==> src/rtl/alu_op_sequencer.sv <==
`timescale 1ns/1ps
// rtl/alu_op_sequencer.sv - multi-cycle add/sub/mul sequencer between instruction source and register file / ALU
//
// Ports:
//   clk, reset             clock and synchronous active-high reset
//   instr_valid/ready      instruction handshake; instr = {op[1:0], dst, src1, src2}
//   read, read_adr1/2      register file operand read
//   aluop, alu_start       ALU operation and one-cycle start pulse
//   alu_done               ALU completion (only honoured from the second EXEC cycle)
//   write, write_adr       register file write-back
//   busy                   any state other than IDLE
//   illegal, alu_timeout   one-cycle event pulses
//   retired                count of completed write-backs (wraps)
module alu_op_sequencer #(
  parameter int ADDR_W  = 6,
  parameter int TIMEOUT = 16,
  parameter int CNT_W   = 8
) (
  input  logic              clk,
  input  logic              reset,
  input  logic              instr_valid,
  output logic              instr_ready,
  input  logic [19:0]       instr,
  output logic              read,
  output logic [ADDR_W-1:0] read_adr1,
  output logic [ADDR_W-1:0] read_adr2,
  output logic [1:0]        aluop,
  output logic              alu_start,
  input  logic              alu_done,
  output logic              write,
  output logic [ADDR_W-1:0] write_adr,
  output logic              busy,
  output logic              illegal,
  output logic              alu_timeout,
  output logic [CNT_W-1:0]  retired
);

  localparam int TW = $clog2(TIMEOUT + 1);

  typedef enum logic [2:0] {S_IDLE, S_ILL, S_READ, S_EXEC, S_WB} state_t;

  state_t state, next_state;

  logic [1:0]        op_q;
  logic [ADDR_W-1:0] dst_q, src1_q, src2_q;
  logic [TW-1:0]     exec_cnt;

  logic              accept, done_seen, expired;
  logic [1:0]        op_f;
  logic [ADDR_W-1:0] dst_f, src1_f, src2_f;

  logic              n_ready, n_read, n_start, n_write, n_busy, n_illegal, n_timeout;
  logic [ADDR_W-1:0] n_adr1, n_adr2, n_wadr;
  logic [1:0]        n_aluop;

  // instr_ready is high exactly in IDLE, so a transfer is IDLE & instr_valid.
  assign accept    = (state == S_IDLE) && instr_valid;
  // exec_cnt == 0 marks the first EXEC cycle, where alu_done is not trusted.
  assign done_seen = alu_done && (exec_cnt != '0);
  assign expired   = (exec_cnt == TW'(TIMEOUT - 1));

  // Outputs are registered from next_state, so the fields must come straight
  // from instr on the accepting edge and from the latches afterwards.
  assign op_f   = accept ? instr[19:18] : op_q;
  assign dst_f  = accept ? ADDR_W'(instr[17:12]) : dst_q;
  assign src1_f = accept ? ADDR_W'(instr[11:6])  : src1_q;
  assign src2_f = accept ? ADDR_W'(instr[5:0])   : src2_q;

  // State register, field latches, counters and output registers
  always_ff @(posedge clk) begin
    if (reset) begin
      state       <= S_IDLE;
      op_q        <= '0;
      dst_q       <= '0;
      src1_q      <= '0;
      src2_q      <= '0;
      exec_cnt    <= '0;
      retired     <= '0;
      instr_ready <= 1'b1;
      read        <= 1'b0;
      read_adr1   <= '0;
      read_adr2   <= '0;
      aluop       <= '0;
      alu_start   <= 1'b0;
      write       <= 1'b0;
      write_adr   <= '0;
      busy        <= 1'b0;
      illegal     <= 1'b0;
      alu_timeout <= 1'b0;
    end else begin
      state <= next_state;
      if (accept) begin
        op_q   <= op_f;
        dst_q  <= dst_f;
        src1_q <= src1_f;
        src2_q <= src2_f;
      end
      exec_cnt    <= (state == S_EXEC) ? exec_cnt + 1'b1 : '0;
      if (next_state == S_WB) begin
        retired <= retired + 1'b1;
      end
      instr_ready <= n_ready;
      read        <= n_read;
      read_adr1   <= n_adr1;
      read_adr2   <= n_adr2;
      aluop       <= n_aluop;
      alu_start   <= n_start;
      write       <= n_write;
      write_adr   <= n_wadr;
      busy        <= n_busy;
      illegal     <= n_illegal;
      alu_timeout <= n_timeout;
    end
  end

  // Next-state logic
  always_comb begin
    next_state = state;
    case (state)
      S_IDLE: begin
        if (accept) begin
          next_state = (instr[19:18] == 2'b11) ? S_ILL : S_READ;
        end
      end
      S_ILL:  next_state = S_IDLE;
      S_READ: next_state = S_EXEC;
      S_EXEC: begin
        // A done arriving in the last allowed cycle still wins over the abort.
        if (done_seen) begin
          next_state = S_WB;
        end else if (expired) begin
          next_state = S_IDLE;
        end
      end
      S_WB:    next_state = S_IDLE;
      default: next_state = S_IDLE;
    endcase
  end

  // Output logic (values to be registered for the coming cycle)
  always_comb begin
    n_ready   = (next_state == S_IDLE);
    n_busy    = (next_state != S_IDLE);
    n_read    = 1'b0;
    n_adr1    = '0;
    n_adr2    = '0;
    n_aluop   = '0;
    n_write   = 1'b0;
    n_wadr    = '0;
    n_illegal = (next_state == S_ILL);
    n_start   = (state == S_READ) && (next_state == S_EXEC);
    n_timeout = (state == S_EXEC) && (next_state == S_IDLE);
    if ((next_state == S_READ) || (next_state == S_EXEC)) begin
      n_read  = 1'b1;
      n_adr1  = src1_f;
      n_adr2  = src2_f;
      n_aluop = op_f;
    end
    if (next_state == S_WB) begin
      n_write = 1'b1;
      n_wadr  = dst_f;
    end
  end

endmodule

==> config.mk <==
export PLATFORM = sky130hd
export DESIGN_NAME = alu_op_sequencer
export DESIGN_NICKNAME = d
export VERILOG_FILES = /design/src/rtl/alu_op_sequencer.sv
export SDC_FILE = /design/constraint.sdc
export NUM_CORES = 1
export LEC_CHECK = 0
export CORE_MARGIN = 3
export CORE_UTILIZATION = 48
export DETAILED_ROUTE_END_ITERATION = 10
export HOLD_SLACK_MARGIN = 0.12
export PLACE_DENSITY = 0.83
export SLEW_MARGIN = 20
export SYNTH_ARGS = -nofsm -noshare
export SYNTH_HDL_FRONTEND = slang
export SYNTH_SLANG_ARGS = --single-unit
==> constraint.sdc <==
create_clock -name clk -period 2.3 [get_ports clk]
set_input_delay 0.575 -clock clk [delete_from_list [all_inputs] [get_ports clk]]
set_output_delay 0.575 -clock clk [all_outputs]
set_load 0.02 [all_outputs]
==> impl_metrics.toml <==
[final_layout]
nFillCells = 341
final_cells = 344
seqCellArea_um2 = 1260
layout.nets = 317
share_of_layout_cells_above_drive_strength_1_pct = 13.4
area_of_the_multi_input_gates_um2 = 936
diodes = 0
layout_area_overhead_pct = 36.1

[global_routing]
first_global_vias = 1807
grt_max_degree = 37
grt_pass1_wl_um = 7620
globalRouteTotalUtil_pct = 17.9
number_of_antenna_violations_at_the_first_check_in_global_routing = 0
globalRouteOverflowTotal = 0

[yosys]
ys.warnings.count = 0
postSynth.topFlopCell = "sky130_fd_sc_hd__dfxtp_1"
seq_area_frac_synth_pct = 54.9
synthesis.nets = 255
synth.top_cell.area_share_pct = 54.9
synth_compound_area_share_pct = 15.0
netlist_instances = 227
ys_seq_elements = 63
synth_area_leaders = "sky130_fd_sc_hd__dfxtp_1 (55%), sky130_fd_sc_hd__nand2_1 (4.9%), sky130_fd_sc_hd__a21oi_1 (4.8%)"
post_synth_xor_area_fraction_pct = 0.763
avgSynthCellArea_um2 = 10.1
synthDistinctLibCells = 38
yosysTopAreaCell = "sky130_fd_sc_hd__dfxtp_1"
synth.mux.area_fraction_pct = 4.08
post_synth_and_or_nand_nor_area_fraction_pct = 18.3
yosysMostFrequentCell = "sky130_fd_sc_hd__dfxtp_1"
async_flop_share_pct = 0
mappedNetlistArea_um2 = 2300
largest_family_of_logic_cells_by_synthesized_area = "simple AND/OR/NAND/NOR gates"
yosys-top-cells-count = "sky130_fd_sc_hd__dfxtp_1 (63), sky130_fd_sc_hd__nand2_1 (30), sky130_fd_sc_hd__a21oi_1 (22)"
post_synth_fa_ha_maj_area_fraction_pct = 2.18
synth-edff-count = 0

[timing]
number_of_pins_with_negative_max_slew_slack_in_the_final_report = 0
worst_slew_pin_slew_ns = 0.698
fin_crit_sh_pct = 87.0
finalHoldViolCount = 0
finalWorstPathRequiredPeriod_ns = 2.00
fin_worst_skew_ns = 0.00734
fmax_ghz = 0.500
setup_total_negative_slack_ns = 0
grt_setup_unrepaired = "false"
max-slew-margin-rel_pct = 52.8
finalSetupViolations = 0

[floorplanning]
initial_core_util_pct = 51.3
design.portCount = 59
die_h_um = 75.2
num_rows = 24
core_um2 = 4470
die_area_um2 = 5650
die_x_um = 75.2

[placed_design]
placed_cells = 330
port_buffers = 58
place.detailed.hpwl_um = 3190
gp_routability_congestion = 0.772

[clock_tree]
clk_pin_slew_ns = 0.06
tritoncts_clock_tree = "done"
cts-root-to-sink-buffers = 2
clock_insertion_delay_worst_skew_ns = 0.33
cts-buffers-inserted = 9
ctsResizeCount = 0
cts_hold_buffers = 0
cts.htree.levels = 3
root_buffer = "sky130_fd_sc_hd__clkbuf_8"
post_cts.repair.setup_buffers = 0
cts_sinks = 63

[worst_setup_path]
rr_startpoint = "state[0]"
critPathKind = "flip-flop to output port"
setup.worst_path.start_class = "flip-flop"
crit_path_top_delay_cell = "sky130_fd_sc_hd__clkdlybuf4s50_1"
cp_data_arrival_time_ns = 1.43
critPathCaptureType = "output port"
cp_cell_sequence = "clkdlybuf4s50_1"
worst_setup_path_startpoint = "retired[0]"
critical_path.max_stage_delay_ns = 0.66
required_ns = 1.73
path_buf_inv = 1
highest_net_fanout_along_the_worst_path = 7
crit_path_max_delay_family = "buffers and inverters"

[power_and_ir_drop]
vdd_drop_max_v = 0.000409
power.density_nw_per_um2 = 744
cellLeakagePower_nw = 1.16

[flow_run]
drv.max_cap_violation_count = 0

[detailed_routing]
detail_route.first_pass.iterations = 4
starting_drc_count_in_detailed_routing = 64
wire_per_inst_um = 14.0
antenna_left = 0
route.vias.total = 1839
vias_per_cell = 5.35
number_of_remaining_drc_errors = 0
finalWirelength_um = 4820

[outcome]
status = "finished clean"

[min_path]
min_from = "exec_cnt[0]"
min-delay-path-class = "flip-flop to flip-flop"
final timing paths:
path | slack, ns | endpoint | cells after the start
min reg2reg | 0.47 | exec_cnt[0] | 1
min | 0.47 | exec_cnt[0] | 1
max reg2reg | 0.39 | write_adr[4] | 3
max | 0.30 | retired[0] | 1
routing by layer:
layer / GRT usage [%] / vias up / part of all wire, %
met5: 0 / - / 0
met3: 5.47 / 11 / 6.1
li1: - / 926 / -
met4: 10.1 / 0 / 1.9
met1: 20.6 / 845 / 44
met2: 29.7 / 57 / 48
through the flow:
stage	hold WS, ns	worst slack [ns]	area, µm²	total power [mW]	util, %
floorplan	0.430	0.476	2300	1.33	-
CTS	0.475	0.279	3130	2.34	69.9
global route	0.501	0.226	3130	2.40	69.9
detailed placement	0.461	0.108	2940	1.44	65.7
global placement	0.449	0.157	2940	1.44	65.7
finish	0.467	0.299	3130	2.32	69.9
layout make-up:
class | instances | share of cell area (%)
Sequential cell | 63 | 40.4
Multi-Input combinational cell | 142 | 29.9
Timing Repair Buffer | 67 | 21.0
Clock buffer | 10 | 4.40
Tap cell | 52 | 2.08
Clock inverter | 4 | 1.52
Inverter | 6 | 0.721
sequential cells by signal (all words and copies together), names as in the netlist:
name,flops
retired,8
dst_q,6
read_adr1,6
read_adr2,6
src1_q,6
src2_q,6
write_adr,6
exec_cnt,5
state,3
aluop,2
op_q,2
alu_start,1
alu_timeout,1
busy,1
illegal,1
instr_ready,1
read,1
write,1
placed cells by master, fill, tap and decap left out, types with 7 or more instances in the layout:
| cell type | n |
|---|---|
| sky130_fd_sc_hd__clkdlybuf4s50_1 | 57 |
| sky130_fd_sc_hd__dfxtp_1 | 63 |
| sky130_fd_sc_hd__a221oi_1 | 8 |
| sky130_fd_sc_hd__a21oi_1 | 22 |
| sky130_fd_sc_hd__nand2_1 | 30 |
| sky130_fd_sc_hd__a221oi_2 | 7 |
| sky130_fd_sc_hd__clkbuf_8 | 10 |
| sky130_fd_sc_hd__buf_4 | 8 |
| sky130_fd_sc_hd__nor2_1 | 20 |
cells by family (layout without fill, tap and decap cells):
| logic type | after synthesis | count (layout) |
|---|---|---|
| multiplexers | 9 | 9 |
| adder cells (fa/ha/maj) | 4 | 4 |
| flip-flops | 63 | 63 |
| XOR/XNOR | 2 | 2 |
| AND/OR/NAND/NOR | 82 | 82 |
| buffers and inverters | 22 | 87 |
| AO/OA/AOI/OAI | 45 | 45 |
report_power, final:
| part | switching (mW) | leakage (nW) | internal (mW) |
|---|---|---|---|
| Clock | 0.393 | 0.0940 | 0.514 |
| Sequential | 0.0190 | 0.513 | 1.14 |
| Combinational | 0.138 | 0.549 | 0.123 |
(Power assumes the default switching activity.)
